**src/rtl/disp_pkg.sv**
```systemverilog
`default_nettype none
// ============================================================================
//  Module      : disp_pkg
//  Description : Shared definitions for the 7-segment display scanner.
//                It holds the scan FSM state encoding, the logical digit-select
//                levels and the BCD nibble width.
//  Revision    : 1.0 - initial release
// ============================================================================
package disp_pkg;

    // Width of one packed BCD digit.
    localparam int BCD_W = 4;

    // Digit-select levels before pin polarity is applied (logical on/off).
    localparam logic SEL_ON  = 1'b1;
    localparam logic SEL_OFF = 1'b0;

    // Scan FSM states.
    typedef enum logic [1:0] {
        ST_IDLE  = 2'd0,
        ST_BLANK = 2'd1,
        ST_SHOW  = 2'd2
    } scan_state_t;

endpackage : disp_pkg
`default_nettype wire

```
**src/rtl/disp_lz_mask.sv**
```systemverilog
`default_nettype none
// ============================================================================
//  Module      : disp_lz_mask
//  Description : Combinational leading-zero blank mask for a packed BCD word.
//                Digit k is flagged when blanking is enabled, nibbles 0..k
//                (counting from the most significant nibble) are all zero, and
//                k is not the last digit.
//  Ports       : in_bcd   - packed BCD, digit 0 = most significant nibble
//                lz_en    - leading-zero blanking enable
//                out_mask - bit k = 1 -> digit k is blanked
//  Revision    : 1.0 - initial release
// ============================================================================
module disp_lz_mask
    import disp_pkg::*;
#(
    parameter int NUM_DIGITS = 4
) (
    input  logic [BCD_W*NUM_DIGITS-1:0] in_bcd,
    input  logic                        lz_en,
    output logic [NUM_DIGITS-1:0]       out_mask
);

    // zero_run[k+1] = nibbles 0..k are all zero.
    logic [NUM_DIGITS:0] zero_run;

    assign zero_run[0] = 1'b1;

    for (genvar k = 0; k < NUM_DIGITS; k++) begin : g_mask
        assign zero_run[k+1] = zero_run[k] &
                               (in_bcd[BCD_W*(NUM_DIGITS-1-k) +: BCD_W] == '0);
        if (k == NUM_DIGITS - 1) begin : g_last
            // The last digit always shows, so a value of zero still reads "0".
            assign out_mask[k] = 1'b0;
        end else begin : g_lead
            assign out_mask[k] = lz_en & zero_run[k+1];
        end
    end

endmodule : disp_lz_mask
`default_nettype wire

```
**src/rtl/disp_scan_ctrl.sv**
```systemverilog
`default_nettype none
// ============================================================================
//  Module      : disp_scan_ctrl
//  Description : Time-multiplexed scanner for N-digit common-anode 7-segment
//                displays. A snapshot of the BCD word, decimal points and
//                leading-zero mask is taken once per frame. Each digit slot is
//                DIV cycles: BLANK_CYCLES dead cycles with all selects off,
//                then the digit is shown for the rest of the slot.
//  Ports       : clk, resetn        - clock, async active-low reset
//                en                 - scan enable (low = dark, restart on rise)
//                in_bcd, dp_in      - display value and decimal points
//                lz_blank_en        - leading-zero blanking enable
//                out_bcd, out_dp    - nibble / dp of the active digit
//                out_blank          - decoder must turn all segments off
//                out_sel            - one-hot digit select (polarity param)
//                frame_start        - one-cycle pulse at each frame start
//  Revision    : 1.0 - initial release
// ============================================================================
module disp_scan_ctrl
    import disp_pkg::*;
#(
    parameter int NUM_DIGITS     = 4,
    parameter int DIV            = 50000,
    parameter int BLANK_CYCLES   = 500,
    parameter int SEL_ACTIVE_LOW = 1
) (
    input  logic                        clk,
    input  logic                        resetn,
    input  logic                        en,
    input  logic [BCD_W*NUM_DIGITS-1:0] in_bcd,
    input  logic [NUM_DIGITS-1:0]       dp_in,
    input  logic                        lz_blank_en,
    output logic [BCD_W-1:0]            out_bcd,
    output logic                        out_dp,
    output logic                        out_blank,
    output logic [NUM_DIGITS-1:0]       out_sel,
    output logic                        frame_start
);

    localparam int CNT_W = $clog2(DIV);
    localparam int DIG_W = (NUM_DIGITS > 1) ? $clog2(NUM_DIGITS) : 1;

    localparam logic             HAS_BLANK  = (BLANK_CYCLES > 0);
    localparam logic [CNT_W-1:0] BLANK_LAST = CNT_W'((BLANK_CYCLES > 0) ? BLANK_CYCLES - 1 : 0);
    localparam logic [CNT_W-1:0] SHOW_LAST  = CNT_W'(DIV - BLANK_CYCLES - 1);
    localparam logic [DIG_W-1:0] LAST_DIGIT = DIG_W'(NUM_DIGITS - 1);

    // Pin level that corresponds to a deselected digit.
    localparam logic             SEL_POL    = (SEL_ACTIVE_LOW != 0);
    localparam logic [NUM_DIGITS-1:0] SEL_IDLE_PINS = {NUM_DIGITS{SEL_OFF ^ SEL_POL}};

    scan_state_t                 state_q, state_d;
    logic [CNT_W-1:0]            slot_q, slot_d;
    logic [DIG_W-1:0]            digit_q, digit_d;
    logic [BCD_W*NUM_DIGITS-1:0] snap_bcd_q, snap_bcd_d;
    logic [NUM_DIGITS-1:0]       snap_dp_q, snap_dp_d;
    logic [NUM_DIGITS-1:0]       snap_lz_q, snap_lz_d;

    logic [BCD_W-1:0]            out_bcd_q, out_bcd_d;
    logic                        out_dp_q, out_dp_d;
    logic                        out_blank_q, out_blank_d;
    logic [NUM_DIGITS-1:0]       out_sel_q, out_sel_d;
    logic                        frame_start_q, frame_start_d;

    logic [NUM_DIGITS-1:0]       lz_mask;
    logic [NUM_DIGITS-1:0]       sel_raw;
    logic                        load_frame;

    disp_lz_mask #(
        .NUM_DIGITS (NUM_DIGITS)
    ) u_lz_mask (
        .in_bcd   (in_bcd),
        .lz_en    (lz_blank_en),
        .out_mask (lz_mask)
    );

    // Next-state, counters and snapshot.
    always_comb begin
        state_d    = state_q;
        slot_d     = slot_q;
        digit_d    = digit_q;
        snap_bcd_d = snap_bcd_q;
        snap_dp_d  = snap_dp_q;
        snap_lz_d  = snap_lz_q;
        load_frame = 1'b0;

        if (!en) begin
            state_d = ST_IDLE;
            slot_d  = '0;
            digit_d = '0;
        end else begin
            case (state_q)
                ST_IDLE: begin
                    load_frame = 1'b1;
                    digit_d    = '0;
                    slot_d     = '0;
                    state_d    = HAS_BLANK ? ST_BLANK : ST_SHOW;
                end
                ST_BLANK: begin
                    if (slot_q == BLANK_LAST) begin
                        slot_d  = '0;
                        state_d = ST_SHOW;
                    end else begin
                        slot_d = slot_q + 1'b1;
                    end
                end
                ST_SHOW: begin
                    if (slot_q == SHOW_LAST) begin
                        slot_d  = '0;
                        state_d = HAS_BLANK ? ST_BLANK : ST_SHOW;
                        if (digit_q == LAST_DIGIT) begin
                            digit_d    = '0;
                            load_frame = 1'b1;
                        end else begin
                            digit_d = digit_q + 1'b1;
                        end
                    end else begin
                        slot_d = slot_q + 1'b1;
                    end
                end
                default: begin
                    state_d = ST_IDLE;
                    slot_d  = '0;
                    digit_d = '0;
                end
            endcase
        end

        if (load_frame) begin
            snap_bcd_d = in_bcd;
            snap_dp_d  = dp_in;
            snap_lz_d  = lz_mask;
        end
    end

    // Output values are derived from the *next* state and snapshot so that
    // they are registered on the same edge the state changes, including the
    // frame wrap where a fresh snapshot is shown immediately.
    always_comb begin
        sel_raw       = {NUM_DIGITS{SEL_OFF}};
        out_bcd_d     = '0;
        out_dp_d      = 1'b0;
        out_blank_d   = 1'b1;
        frame_start_d = load_frame;

        if (state_d == ST_SHOW) begin
            for (int k = 0; k < NUM_DIGITS; k++) begin
                if (digit_d == DIG_W'(k)) begin
                    sel_raw[k]  = SEL_ON;
                    out_bcd_d   = snap_bcd_d[BCD_W*(NUM_DIGITS-1-k) +: BCD_W];
                    out_dp_d    = snap_dp_d[k];
                    out_blank_d = snap_lz_d[k];
                end
            end
        end

        out_sel_d = sel_raw ^ {NUM_DIGITS{SEL_POL}};
    end

    always_ff @(posedge clk or negedge resetn) begin
        if (!resetn) begin
            state_q       <= ST_IDLE;
            slot_q        <= '0;
            digit_q       <= '0;
            snap_bcd_q    <= '0;
            snap_dp_q     <= '0;
            snap_lz_q     <= '0;
            out_bcd_q     <= '0;
            out_dp_q      <= 1'b0;
            out_blank_q   <= 1'b1;
            out_sel_q     <= SEL_IDLE_PINS;
            frame_start_q <= 1'b0;
        end else begin
            state_q       <= state_d;
            slot_q        <= slot_d;
            digit_q       <= digit_d;
            snap_bcd_q    <= snap_bcd_d;
            snap_dp_q     <= snap_dp_d;
            snap_lz_q     <= snap_lz_d;
            out_bcd_q     <= out_bcd_d;
            out_dp_q      <= out_dp_d;
            out_blank_q   <= out_blank_d;
            out_sel_q     <= out_sel_d;
            frame_start_q <= frame_start_d;
        end
    end

    assign out_bcd     = out_bcd_q;
    assign out_dp      = out_dp_q;
    assign out_blank   = out_blank_q;
    assign out_sel     = out_sel_q;
    assign frame_start = frame_start_q;

endmodule : disp_scan_ctrl
`default_nettype wire
```
**config.mk**
```make
export PLATFORM = sky130hd
export DESIGN_NAME = disp_scan_ctrl
export DESIGN_NICKNAME = d
export VERILOG_FILES = /design/src/rtl/disp_pkg.sv /design/src/rtl/disp_lz_mask.sv /design/src/rtl/disp_scan_ctrl.sv
export SDC_FILE = /design/constraint.sdc
export NUM_CORES = 1
export LEC_CHECK = 0
export CORE_MARGIN = 2
export CORE_UTILIZATION = 45
export CTS_CLUSTER_SIZE = 14
export DETAILED_ROUTE_END_ITERATION = 6
export PLACE_DENSITY = 0.67
export RECOVER_POWER = 25
export SYNTH_ARGS = -nofsm -noshare
export SYNTH_HDL_FRONTEND = slang
export SYNTH_SLANG_ARGS = --single-unit
```
**constraint.sdc**
```tcl
create_clock -name clk -period 3.25 [get_ports clk]
set_input_delay 0.4875 -clock clk [delete_from_list [all_inputs] [get_ports clk]]
set_output_delay 0.4875 -clock clk [all_outputs]
set_load 0.02 [all_outputs]
```
[Word level (Yosys, flattened, before mapping)]
Index checks and enable logic that the tools add are counted.
Word-level totals
  flip-flop bits (word level): 55
  bits of input ports: 24
  output and inout bits: 11
  word-level logic and storage cells: 72
Operators by class
  add/subtract/negate cells: 2
  equal/unequal tests: 9
  multiplexer cells: 39
  bitwise logic cells: 6
  reduce and logical (&&, ||, !) cells: 5
Operators by type and width (count)
  16-bit two-way mux: 4
  4-bit two-way mux: 8
  16-bit case mux with 2 select lines: 1
  1-bit two-way mux: 17
  16-bit by 1-bit adder with 16-bit output (second input constant): 1
  16-bit == test (second input constant): 1
  16-bit by 9-bit == test with 1-bit output (second input constant): 1
  4-bit zero test: 3
  2-bit two-way mux: 6
  2-bit == test (second input constant): 5
  2-bit case mux with 3 select lines: 1
  1-bit AND: 5
  2-bit by 1-bit == test with 1-bit output (second input constant): 2
  2-bit zero test: 2
  4-bit NOT: 1
  2-bit case mux with 2 select lines: 1
  2-bit by 1-bit adder with 2-bit output (second input constant): 1
  1-bit case mux with 2 select lines: 1

[Depth between registers and ports, before layout]
Gate-level depths: netlist of run 1.
  word-level depth: 11
  gate-level depth with buffers: 12
  depth with buffers taken out: 10

[By module]
Synthesis of run 1 repeated with hierarchy kept, for this count alone.
Second synthesis, totals
  cells, all modules: 229
  area total of the unflattened synthesis: 2746.4 sq um
By module, submodules not included
  disp_scan_ctrl: times used 1, cells an instance 221, area each 2688.8 sq um
  disp_lz_mask: times used 1, cells an instance 8, area each 57.6 sq um

[Least setup slack after synthesis of run 1]
OpenSTA, ideal clock, no wires.
  path kind: register to register
  start: reg state_q[0]
  end: reg out_bcd_q[3] (netlist: out_bcd[3])
  library setup time: 94 ps
  arrival time: 2307 ps
  data required time: 3156 ps
  setup slack: 849 ps
  cell stages (with the launch flop): 10
  clock period less this slack: 2401 ps
  cell sequence: dfrtp_1 inv_1 ha_1 clkdlybuf4s18_2 inv_1 or4_1 a31o_4 nor3_4 a21oi_2 a221oi_2
Between the ends
  word-level cells in the longest chain between the ends: 9
  elaborated cells between the ends (all ways): 22
  those cells by class: 6 x eq/ne; 14 x mux; 2 x reduce/logical
RTL lines
  start: declaration: line disp_scan_ctrl.sv:52  | scan_state_t state_q, state_d;
  start signal: assignment: line disp_scan_ctrl.sv:174  | state_q <= state_d;
  2-bit == test (tied with other cells): line disp_scan_ctrl.sv:92  | case (state_q)
  1-bit case mux with 2 select lines / 2-bit case mux with 2 select lines (equally long branches): line disp_scan_ctrl.sv:92
  1-bit two-way mux / 2-bit two-way mux (equally long branches): line disp_scan_ctrl.sv:87  | if (!en) begin
  16-bit two-way mux / 2-bit zero test (equally long branches): line disp_scan_ctrl.sv:129, disp_scan_ctrl.sv:148
  4-bit two-way mux (4 in a row): line disp_scan_ctrl.sv:148  | if (digit_d == DIG_W'(k)) begin
  4-bit two-way mux (*): line disp_scan_ctrl.sv:146  | if (state_d == ST_SHOW) begin
  via out_bcd_d[3]: line disp_scan_ctrl.sv:59  | logic [BCD_W-1:0] out_bcd_q, out_bcd_d;
  end signal: assignment: line disp_scan_ctrl.sv:180  | out_bcd_q <= out_bcd_d;
  end: declaration: line disp_scan_ctrl.sv:59
Mark *: on every way through the listed nets, which the timed path passes. The rest lies on a longest branch.

[Worst setup path in the final report of run 1]
  start: reg slot_q[0]
  end: reg out_bcd_q[2] (netlist: out_bcd[2])
Between the ends
  word-level cells in the longest chain between the ends: 10
  elaborated cells between the ends (all ways): 23
  those cells by class: 6 x eq/ne; 16 x mux; 1 x reduce/logical
RTL lines
  start: declaration: line disp_scan_ctrl.sv:53  | logic [CNT_W-1:0] slot_q, slot_d;
  start signal: assignment: line disp_scan_ctrl.sv:175  | slot_q <= slot_d;
  16-bit == test: line disp_scan_ctrl.sv:108  | if (slot_q == SHOW_LAST) begin
  1-bit two-way mux: line disp_scan_ctrl.sv:108
  1-bit case mux with 2 select lines: line disp_scan_ctrl.sv:92
  1-bit two-way mux: line disp_scan_ctrl.sv:87
  16-bit two-way mux: line disp_scan_ctrl.sv:129  | if (load_frame) begin
  via snap_bcd_d[14]: line disp_scan_ctrl.sv:55  | logic [BCD_W*NUM_DIGITS-1:0] snap_bcd_q, snap_bcd_d;
  4-bit two-way mux (4 in a row): line disp_scan_ctrl.sv:148
  4-bit two-way mux: line disp_scan_ctrl.sv:146
  via out_bcd_d[2]: line disp_scan_ctrl.sv:59
The timed path passes the listed nets, and every way through them passes these cells.

==> impl_metrics.yaml, run 1 <==
placement:
  place.gp.congestion: 0.829
  dpl.cell_count: 373
  dp_hpwl_microns: 4020
  io_buffers: 34
  place_area_sq_um: 3100
hold_path:
  hold_depth: 2
  hold_end: "snap_bcd_q[8]$_DFF_PN0_"
  hold_path_class: "flop to flop"
  holdCritStartpoint: "snap_bcd_q[8]$_DFF_PN0_"
die:
  die_y_microns: 81.3
  dieWidth_microns: 81.3
  core_sq_um: 5850
  die_area_sq_um: 6600
  rows: 28
  initial_utilization: 0.459
  io-pin-count: 35
logic_synthesis:
  ys_async_sr_fraction: 1.00
  synthCells: 267
  synth_common_cells: "nand2_1, dfrtp_1, nor2_1, nand3_1, inv_1"
  synth_top_cell_area_share: 0.466
  synth.area.top_cells: "dfrtp_1, nand2_1, dfstp_2"
  synthMuxAreaShare: 0.0382
  synthSimpleGateAreaFrac: 0.232
  synth_xor_area_frac: 0.0424
  yosys_warnings: 0
  syn_nets: 297
  synth_cell_types: 53
  ys_seq_area_frac: 0.515
  synth.avg_cell_area_sq_um: 10.1
  synth_compound_area_frac: 0.109
  ys_ff_latch: 55
  synthAdderAreaFrac: 0.0279
  yosysTopAreaCell: "dfrtp_1"
  synthFlopType: "dfrtp_1"
  yosysMostFrequentCell: "nand2_1"
  synth_edf_count: 0
  netlist_area_sq_um: 2690
  synth_top_family_by_area: "simple AND/OR/NAND/NOR gates"
clock_network:
  cts_tree: "built"
  cts_buffer_depth: 2
  hold_buffers: 0
  ctsHtreeMaxLevel: 2
  ctsResizeCount: 0
  cts_setup_buffers: 0
  cts_made_buffers: 5
  cts.sinks: 55
  insertion_delay_ns: 0.32
  cts_root_buffer: "clkbuf_8"
  clk_pin_slew_ns: 0.09
sta:
  period_needed_ns: 2.59
  fmax_mhz: 385
  maxSlewHeadroom: -0.263
  finalCritPeriodShare: 0.798
  maxSlewViolCount: 36
  setup_violations: 0
  skew_ns: 0.0120
  whs_ns: 0.474
  hold_viol: 0
  totalNegativeSetupSlack_ns: 0
  max_slew.worst_pin.slew_ns: 1.89
  rsz0062_at_grt: "false"
pwr:
  power_frac_comb: 0.105
  swShare: 0.235
  p_total_uw: 1330
  p_int_uw: 1020
  p_clk_frac: 0.343
  power_density_nw_per_um2: 415
  seqPwrFrac: 0.552
  switchingPower_uw: 313
  leakage_uw: 0.00138
  vdd_drop_max_mv: 0.290
worst_setup_path:
  required_ns: 3.46
  reg2regPathDepth: 9
  worstSetupStartpointType: "flop"
  critPathCaptureType: "flop"
  crit_type: "flop to flop"
  r2r_end: "out_bcd[2]$_DFF_PN0_"
  r2r_start: "slot_q[0]$_DFF_PN0_"
  path_max_fanout: 20
  crit_arrival_ns: 2.81
  reg2reg_slack_ns: 0.66
cells_and_area:
  fin_nets: 335
  final_area_sq_um: 3210
  syn2layout_area_growth_pct: 19.3
  fin_cells: 381
  diodes: 0
  drive_gt1_frac: 0.121
global_route:
  track_usage: 0.187
  grt.overflow.total: 0
  antenna_found_initial: 0
  grt_pass1_wl_microns: 9440
  grt_max_degree: 36
  grt_pass1_vias: 2001
route:
  routed_wl_microns: 5530
  drc: 0
  ant_nets: 0
  dr.pass1.iters: 4
  dr.first_iter.drc_count: 121
  vias: 2008
  wl_per_cell_microns: 14.5
  vias_per_cell: 5.27
status:
  violations: "max-capacitance violations, max-slew violations"
  status: "complete, but fails checks"
flow_run:
  drv_cap: 1
registers in the layout (all words and copies together) (netlist names), 2 cells and up:
name        cells
slot_q         16
snap_bcd_q     16
out_bcd         4
out_sel         4
snap_dp_q       4
snap_lz_q       4
digit_q         2
state_q         2
final cells by class:
class	count	area, sq um
clock buffers	6	72.6
clock inverters	2	38.8
fillers	518	2650
inverters	12	45.0
multi-input cells	193	1210
flip-flops and latches	55	1380
well taps	75	93.8
repair buffers	38	364
critical path, stage by stage, from the launching register on:
cell and delay [ns]:
dfrtp_1 0.39, ha_1 0.25, and4bb_4 0.30, nand4_1 0.14, o21a_1 0.25, inv_2 0.29
mux2_2 0.24, nor2_1 0.04, or3_1 0.34, a221oi_1 0.27
worst max path at each step:
stage / start / to / slack, ns / depth (start not counted)
floorplan: state_q[0]$_DFF_PN0_ / out_bcd[3]$_DFF_PN0_ / 0.85 / 9
global placement: en / out_bcd[2]$_DFF_PN0_ / 0.67 / 8
detailed placement: en / out_bcd[2]$_DFF_PN0_ / 0.56 / 8
CTS: slot_q[0]$_DFF_PN0_ / out_bcd[2]$_DFF_PN0_ / 0.63 / 9
global route: slot_q[11]$_DFF_PN0_ / out_bcd[2]$_DFF_PN0_ / 0.43 / 8
finish: slot_q[0]$_DFF_PN0_ / out_bcd[2]$_DFF_PN0_ / 0.66 / 9
metrics by stage:
step	setup slack, ns	utilization
4_1_cts	0.633	0.548
6_report	0.656	0.548
3_3_place_gp	0.667	0.529
2_1_floorplan	0.849	-
5_1_grt	0.427	0.548
3_5_place_dp	0.565	0.529
power groups by stage:
stage	clock network [uW]	logic (uW)	registers [uW]
3_5_place_dp	0	141	748
5_1_grt	494	158	739
3_3_place_gp	0	142	746
2_1_floorplan	0	77.5	745
6_report	457	140	734
4_1_cts	473	142	735
cell families (layout without fill, tap and decap cells):
logic type,after synthesis,count (layout)
AO/OA/AOI/OAI,40,40
XOR/XNOR,13,13
adder cells (fa/ha/maj),6,6
buffers and inverters,19,58
flip-flops,55,55
multiplexers,9,9
AND/OR/NAND/NOR,125,125
routing by layer:
| metal | vias to the layer above | wire [microns] | GRT usage |
|---|---|---|---|
| li1 | 993 | - | - |
| met1 | 969 | 2720 | 0.271 |
| met2 | 37 | 2520 | 0.280 |
| met3 | 9 | 202 | 0.0411 |
| met4 | 0 | 92 | 0.0610 |
| met5 | - | 0 | 0 |
placed cells by master, fill, tap and decap left out, drive strengths merged, types with 4 or more instances in the layout:
| cell type | instances |
|---|---|
| buf | 4 |
| o21ai | 10 |
| inv | 13 |
| dfrtp | 50 |
| mux2 | 7 |
| xnor2 | 5 |
| clkbuf | 7 |
| nand2 | 57 |
| xor2 | 8 |
| nor3b | 4 |
| a21oi | 8 |
| clkdlybuf4s50 | 33 |
| nor2 | 25 |
| nand3 | 13 |
| ha | 6 |
| dfstp | 5 |
| and3 | 4 |
No activity file was read; power rests on OpenSTA's default activity.
==> run 2: changes to the inputs <==
==> constraint.sdc (replaced) <==
create_clock -name clk -period 2.45 [get_ports clk]
set_input_delay 0.3675 -clock clk [delete_from_list [all_inputs] [get_ports clk]]
set_output_delay 0.3675 -clock clk [all_outputs]
set_load 0.02 [all_outputs]
==> run 2 against run 1 <==
  * The flow now finishes without violations
  * Final cell count is 7.3% higher
  * Setup slack worse by 0.55 ns
  * Combinational power is 45% higher
  * Register-to-register slack worse by 0.55 ns
  * Sequential cell count stayed put
  * Count of clock-buffer cells in the layout stayed put
  * Global-route usage is 0.70 points higher
  * Worst hold slack worse by 0.025 ns
  * Critical path type unchanged
  * Critical endpoint unchanged
==> impl_metrics.yaml, run 2 (same netlist as run 1, synthesis figures left out) <==
clock_network:
  ctsHtreeMaxLevel: 2
  cts_buffer_depth: 2
  cts.sinks: 55
  cts_root_buffer: "clkbuf_8"
  cts_made_buffers: 5
  cts_tree: "built"
  clk_pin_slew_ns: 0.10
  insertion_delay_ns: 0.30
worst_setup_path:
  cpLargestDelayFamily: "compound AO/OA/AOI/OAI gates"
  crit_arrival_ns: 2.56
  critPathSlowestCell: "dfrtp_2"
  reg2reg_slack_ns: 0.10
  cp_cell_sequence: "nor4_4, buf_4, and4_4, mux2_4, a211oi_4, buf_6, a21oi_1, a221oi_2"
  critPathCaptureType: "flop"
  crit_type: "flop to flop"
  worstSetupStartpointType: "flop"
  path_max_fanout: 5
  required_ns: 2.66
  path_buf_inv: 2
  crit_path_max_incr_delay_ns: 0.44
pwr:
  vdd_drop_max_mv: 0.269
  leakage_uw: 0.00152
  power_density_nw_per_um2: 486
die:
  die_area_sq_um: 6600
  rows: 28
  dieWidth_microns: 81.3
  initial_utilization: 0.459
  io-pin-count: 35
  die_y_microns: 81.3
  core_sq_um: 5850
route:
  drc: 0
  vias_per_cell: 5.29
  dr.first_iter.drc_count: 136
  vias: 2164
  ant_nets: 0
  routed_wl_microns: 5930
  wl_per_cell_microns: 14.5
  dr.pass1.iters: 4
global_route:
  track_usage: 0.194
  antenna_found_initial: 0
  grt_pass1_vias: 2099
  grt_pass1_wl_microns: 9880
  grt_max_degree: 56
  grt.overflow.total: 0
placement:
  place.gp.congestion: 0.832
  io_buffers: 34
  dp_hpwl_microns: 4240
sta:
  totalNegativeSetupSlack_ns: 0
  period_needed_ns: 2.35
  hold_viol: 0
  maxSlewHeadroom: 0.102
  skew_ns: 0.0139
  maxSlewViolCount: 0
  max_slew.worst_pin.slew_ns: 1.35
  finalCritPeriodShare: 0.959
  rsz0062_at_grt: "false"
  setup_violations: 0
  fmax_mhz: 426
  whs_ns: 0.450
cells_and_area:
  syn2layout_area_growth_pct: 28.1
  fin_nets: 363
  layout_common_cells: "nand2_1, dfrtp_1, clkdlybuf4s50_1"
  drive_gt1_frac: 0.219
  final_core_util: 0.588
  final_common_cell: "nand2_1"
  diodes: 0
  reg.largest.list: "slot_q: 16 flops, snap_bcd_q: 16 flops"
hold_path:
  hold_path_class: "input pin to asynchronous set/reset pin"
flow_run:
  drv_cap: 0
status:
  status: "finished, final reports clean"
==> run 2: where the power goes <==
group | switching, uW | internal [uW] | leakage, uW
clock | 293 | 206 | 0.0000418
combinational | 110 | 92.8 | 0.000771
sequential | 13.1 | 958 | 0.000709
==> run 2: worst reg2reg max path: stages (launching register included) <==
cell	delay, ns
dfrtp_2	0.44
nor4_4	0.33
buf_4	0.19
and4_4	0.24
mux2_4	0.32
a211oi_4	0.25
buf_6	0.16
a21oi_1	0.06
a221oi_2	0.27
==> run 2: stage by stage <==
stage               instances  setup slack [ns]  cell area [sq um]  power, uW
floorplan                 267            0.0495               2690       1090
global placement          393            0.0649               3250       1190
detailed placement        393            0.0382               3250       1190
CTS                       401            0.0107               3330       1690
global route              409           0.00254               3440       1770
finish                    409             0.101               3440       1670
==> run 2: area by class of cell <==
type                    count  area, sq um
clock buffers               6         72.6
clock inverters             2         16.3
fillers                   520         2410
inverters                  12         47.5
multi-input cells         193         1250
flip-flops and latches     55         1380
well taps                  75         93.8
repair buffers             66          574
==> run 2: worst paths after layout <==
path / end / start / cells after the start
worst max register to register: out_bcd[2]$_DFF_PN0_ / slot_q[13]$_DFF_PN0_ / 8
worst max-delay path: out_bcd[2]$_DFF_PN0_ / slot_q[13]$_DFF_PN0_ / 8
worst min-delay path: digit_q[1]$_DFF_PN0_ / resetn / 2
worst min register to register: snap_bcd_q[1]$_DFF_PN0_ / snap_bcd_q[1]$_DFF_PN0_ / 2
max in group asynchronous: slot_q[13]$_DFF_PN0_ / resetn / 2
min in group clk: snap_bcd_q[1]$_DFF_PN0_ / snap_bcd_q[1]$_DFF_PN0_ / 2
==> run 2: repair_timing <==
item,in CTS,in global routing
setup buffers,0,7
hold buffers,0,0
setup endpoints to repair,0,6
gates resized for setup,0,14
endpoints found under the hold margin,0,0
==> run 2: routing by layer <==
metal | vias to the layer above | global-route usage | routed length (microns)
met2 | 49 | 0.285 | 2710
met3 | 9 | 0.0300 | 185
met4 | 0 | 0.0627 | 90
met5 | - | 0 | 0
met1 | 1056 | 0.294 | 2950
li1 | 1050 | - | -
==> run 3: changes to the inputs <==
--- a/config.mk
+++ b/config.mk
@@ -5,12 +5,14 @@
 export SDC_FILE = /design/constraint.sdc
 export NUM_CORES = 1
 export LEC_CHECK = 0
+export CORE_ASPECT_RATIO = 0.5
 export CORE_MARGIN = 2
 export CORE_UTILIZATION = 45
 export CTS_CLUSTER_SIZE = 14
 export DETAILED_ROUTE_END_ITERATION = 6
 export PLACE_DENSITY = 0.67
 export RECOVER_POWER = 25
+export SLEW_MARGIN = 10
 export SYNTH_ARGS = -nofsm -noshare
 export SYNTH_HDL_FRONTEND = slang
 export SYNTH_SLANG_ARGS = --single-unit
==> run 3 against run 2 <==
  * The run now ends with design-rule violations left
  * Core utilization grew 4.1 points
  * Global-route usage down 0.12 points
  * Worst hold slack got worse by 0.20 ns
  * Wire length grew 5.9%
  * Clock skew shrank 0.0071 ns
  * Non-clock buffer count increased by 1
  * Via count barely moved
  * Die area grew 0.56%
  * Combinational power increased by 3%
  * Final area is 2.5% higher
  * Sequential share of layout area is 1.0 points lower
  * Critical endpoint is now out_blank$_DFF_PN1_
  * Largest cell class unchanged
  * Largest power group unchanged
==> impl_metrics.yaml, run 3 (same netlist as run 1, synthesis figures left out) <==
worst_setup_path:
  worstSetupStartpointType: "flop"
  crit_arrival_ns: 2.61
  required_ns: 2.68
  critPathCaptureType: "flop"
  crit_type: "flop to flop"
  path_max_fanout: 5
  reg2reg_slack_ns: 0.06
global_route:
  grt_pass1_vias: 2131
  grt_max_degree: 22
  track_usage: 0.193
  grt_pass1_wl_microns: 9870
  antenna_found_initial: 0
  grt.overflow.total: 0
route:
  ant_nets: 0
  vias_per_cell: 5.30
  wl_per_cell_microns: 15.4
  routed_wl_microns: 6280
  dr.first_iter.drc_count: 77
  vias: 2163
  drc: 3
  dr.pass1.iters: 6
sta:
  setup_violations: 0
  hold_viol: 0
  skew_ns: 0.00684
  totalNegativeSetupSlack_ns: 0
  rsz0062_at_grt: "true"
  maxSlewViolCount: 0
  max_slew.worst_pin.slew_ns: 1.07
  whs_ns: 0.246
  finalCritPeriodShare: 0.975
  maxSlewHeadroom: 0.288
  period_needed_ns: 2.39
  fmax_mhz: 419
hold_path:
  hold_path_class: "input pin to asynchronous set/reset pin"
clock_network:
  cts_made_buffers: 5
  hold_buffers: 0
  cts_root_buffer: "clkbuf_16"
  insertion_delay_ns: 0.29
  cts_buffer_depth: 2
  ctsHtreeMaxLevel: 2
  cts.sinks: 55
  cts_tree: "built"
  clk_pin_slew_ns: 0.07
cells_and_area:
  final_area_sq_um: 3530
  reg.largest.list: "slot_q: 16 flops, snap_bcd_q: 16 flops"
  layout_common_cells: "nand2_1, dfrtp_1, clkdlybuf4s50_1"
  syn2layout_area_growth_pct: 31.3
  fillers: 456
  final_common_cell: "nand2_1"
  diodes: 0
  drive_gt1_frac: 0.224
  fin_nets: 364
die:
  dieWidth_microns: 113
  initial_utilization: 0.479
  core_sq_um: 5610
  die_area_sq_um: 6640
  die_y_microns: 58.6
  rows: 19
  io-pin-count: 35
status:
  violations: "design-rule violations"
  status: "complete, but fails checks"
pwr:
  p_total_uw: 1890
  leakage_uw: 0.00156
  power_density_nw_per_um2: 536
  vdd_drop_max_mv: 0.264
placement:
  place.gp.congestion: 0.817
  dp_hpwl_microns: 4380
  io_buffers: 34
  place_area_sq_um: 3260
flow_run:
  drv_cap: 0
-- run 3: changes by cell type in the layout (fill, tap and decap cells not counted), sizes merged --
cell    delta
clkbuf     +1
-- run 3: worst max-delay path: stages (launching register included) --
cell and delay, ns:
dfrtp_1 0.37, ha_2 0.19, and4bb_4 0.27, nand4_1 0.14, or4_4 0.51, a31o_4 0.26, buf_4 0.15, a311o_1 0.26
o22a_1 0.16
-- run 3: final timing paths --
check	end	cells after the start	from
setup reg to reg	out_blank$_DFF_PN1_	8	slot_q[1]$_DFF_PN0_
hold / removal	slot_q[13]$_DFF_PN0_	1	resetn
min in group clk	snap_bcd_q[1]$_DFF_PN0_	2	snap_bcd_q[1]$_DFF_PN0_
max in group asynchronous	out_bcd[2]$_DFF_PN0_	2	resetn
setup / recovery	out_blank$_DFF_PN1_	8	slot_q[1]$_DFF_PN0_
hold reg to reg	snap_bcd_q[1]$_DFF_PN0_	2	snap_bcd_q[1]$_DFF_PN0_
-- run 3: repair_timing --
item | CTS | global route
setup endpoints to repair | 1 | 6
gates cloned | 0 | 1
buffers inserted | 0 | 7
resized for setup | 1 | 18
pin swaps | 0 | 12
-- run 3: through the flow --
stage | util | setup WS, ns | std cells
finish | 0.629 | 0.0609 | 408
global route | 0.629 | -0.0304 | 408
CTS | 0.608 | 0.0401 | 400
detailed placement | 0.582 | 0.0169 | 392
global placement | 0.582 | 0.102 | 392
floorplan | - | 0.0495 | 267
-- run 3: final cells by class --
type / instances / area, sq um / area share
repair buffers: 67 / 596 / 0.169
inverters: 12 / 47.5 / 0.0135
well taps: 73 / 91.3 / 0.0259
flip-flops and latches: 55 / 1380 / 0.392
clock inverters: 2 / 16.3 / 0.00461
clock buffers: 6 / 129 / 0.0365
multi-input cells: 193 / 1270 / 0.359
-- run 3: metal layers --
| layer | share of wire | GRT usage | vias up |
|---|---|---|---|
| met3 | 0.035 | 0.0402 | 7 |
| met2 | 0.50 | 0.343 | 37 |
| met4 | 0.012 | 0.0662 | 0 |
| li1 | - | - | 1056 |
| met1 | 0.46 | 0.242 | 1063 |
| met5 | 0 | 0 | - |
-- run 3: where the power goes --
| group | internal [uW] | switching, uW | leakage (uW) |
|---|---|---|---|
| Sequential | 959 | 13.0 | 0.000710 |
| Clock | 384 | 326 | 0.0000675 |
| Combinational | 97.3 | 112 | 0.000779 |
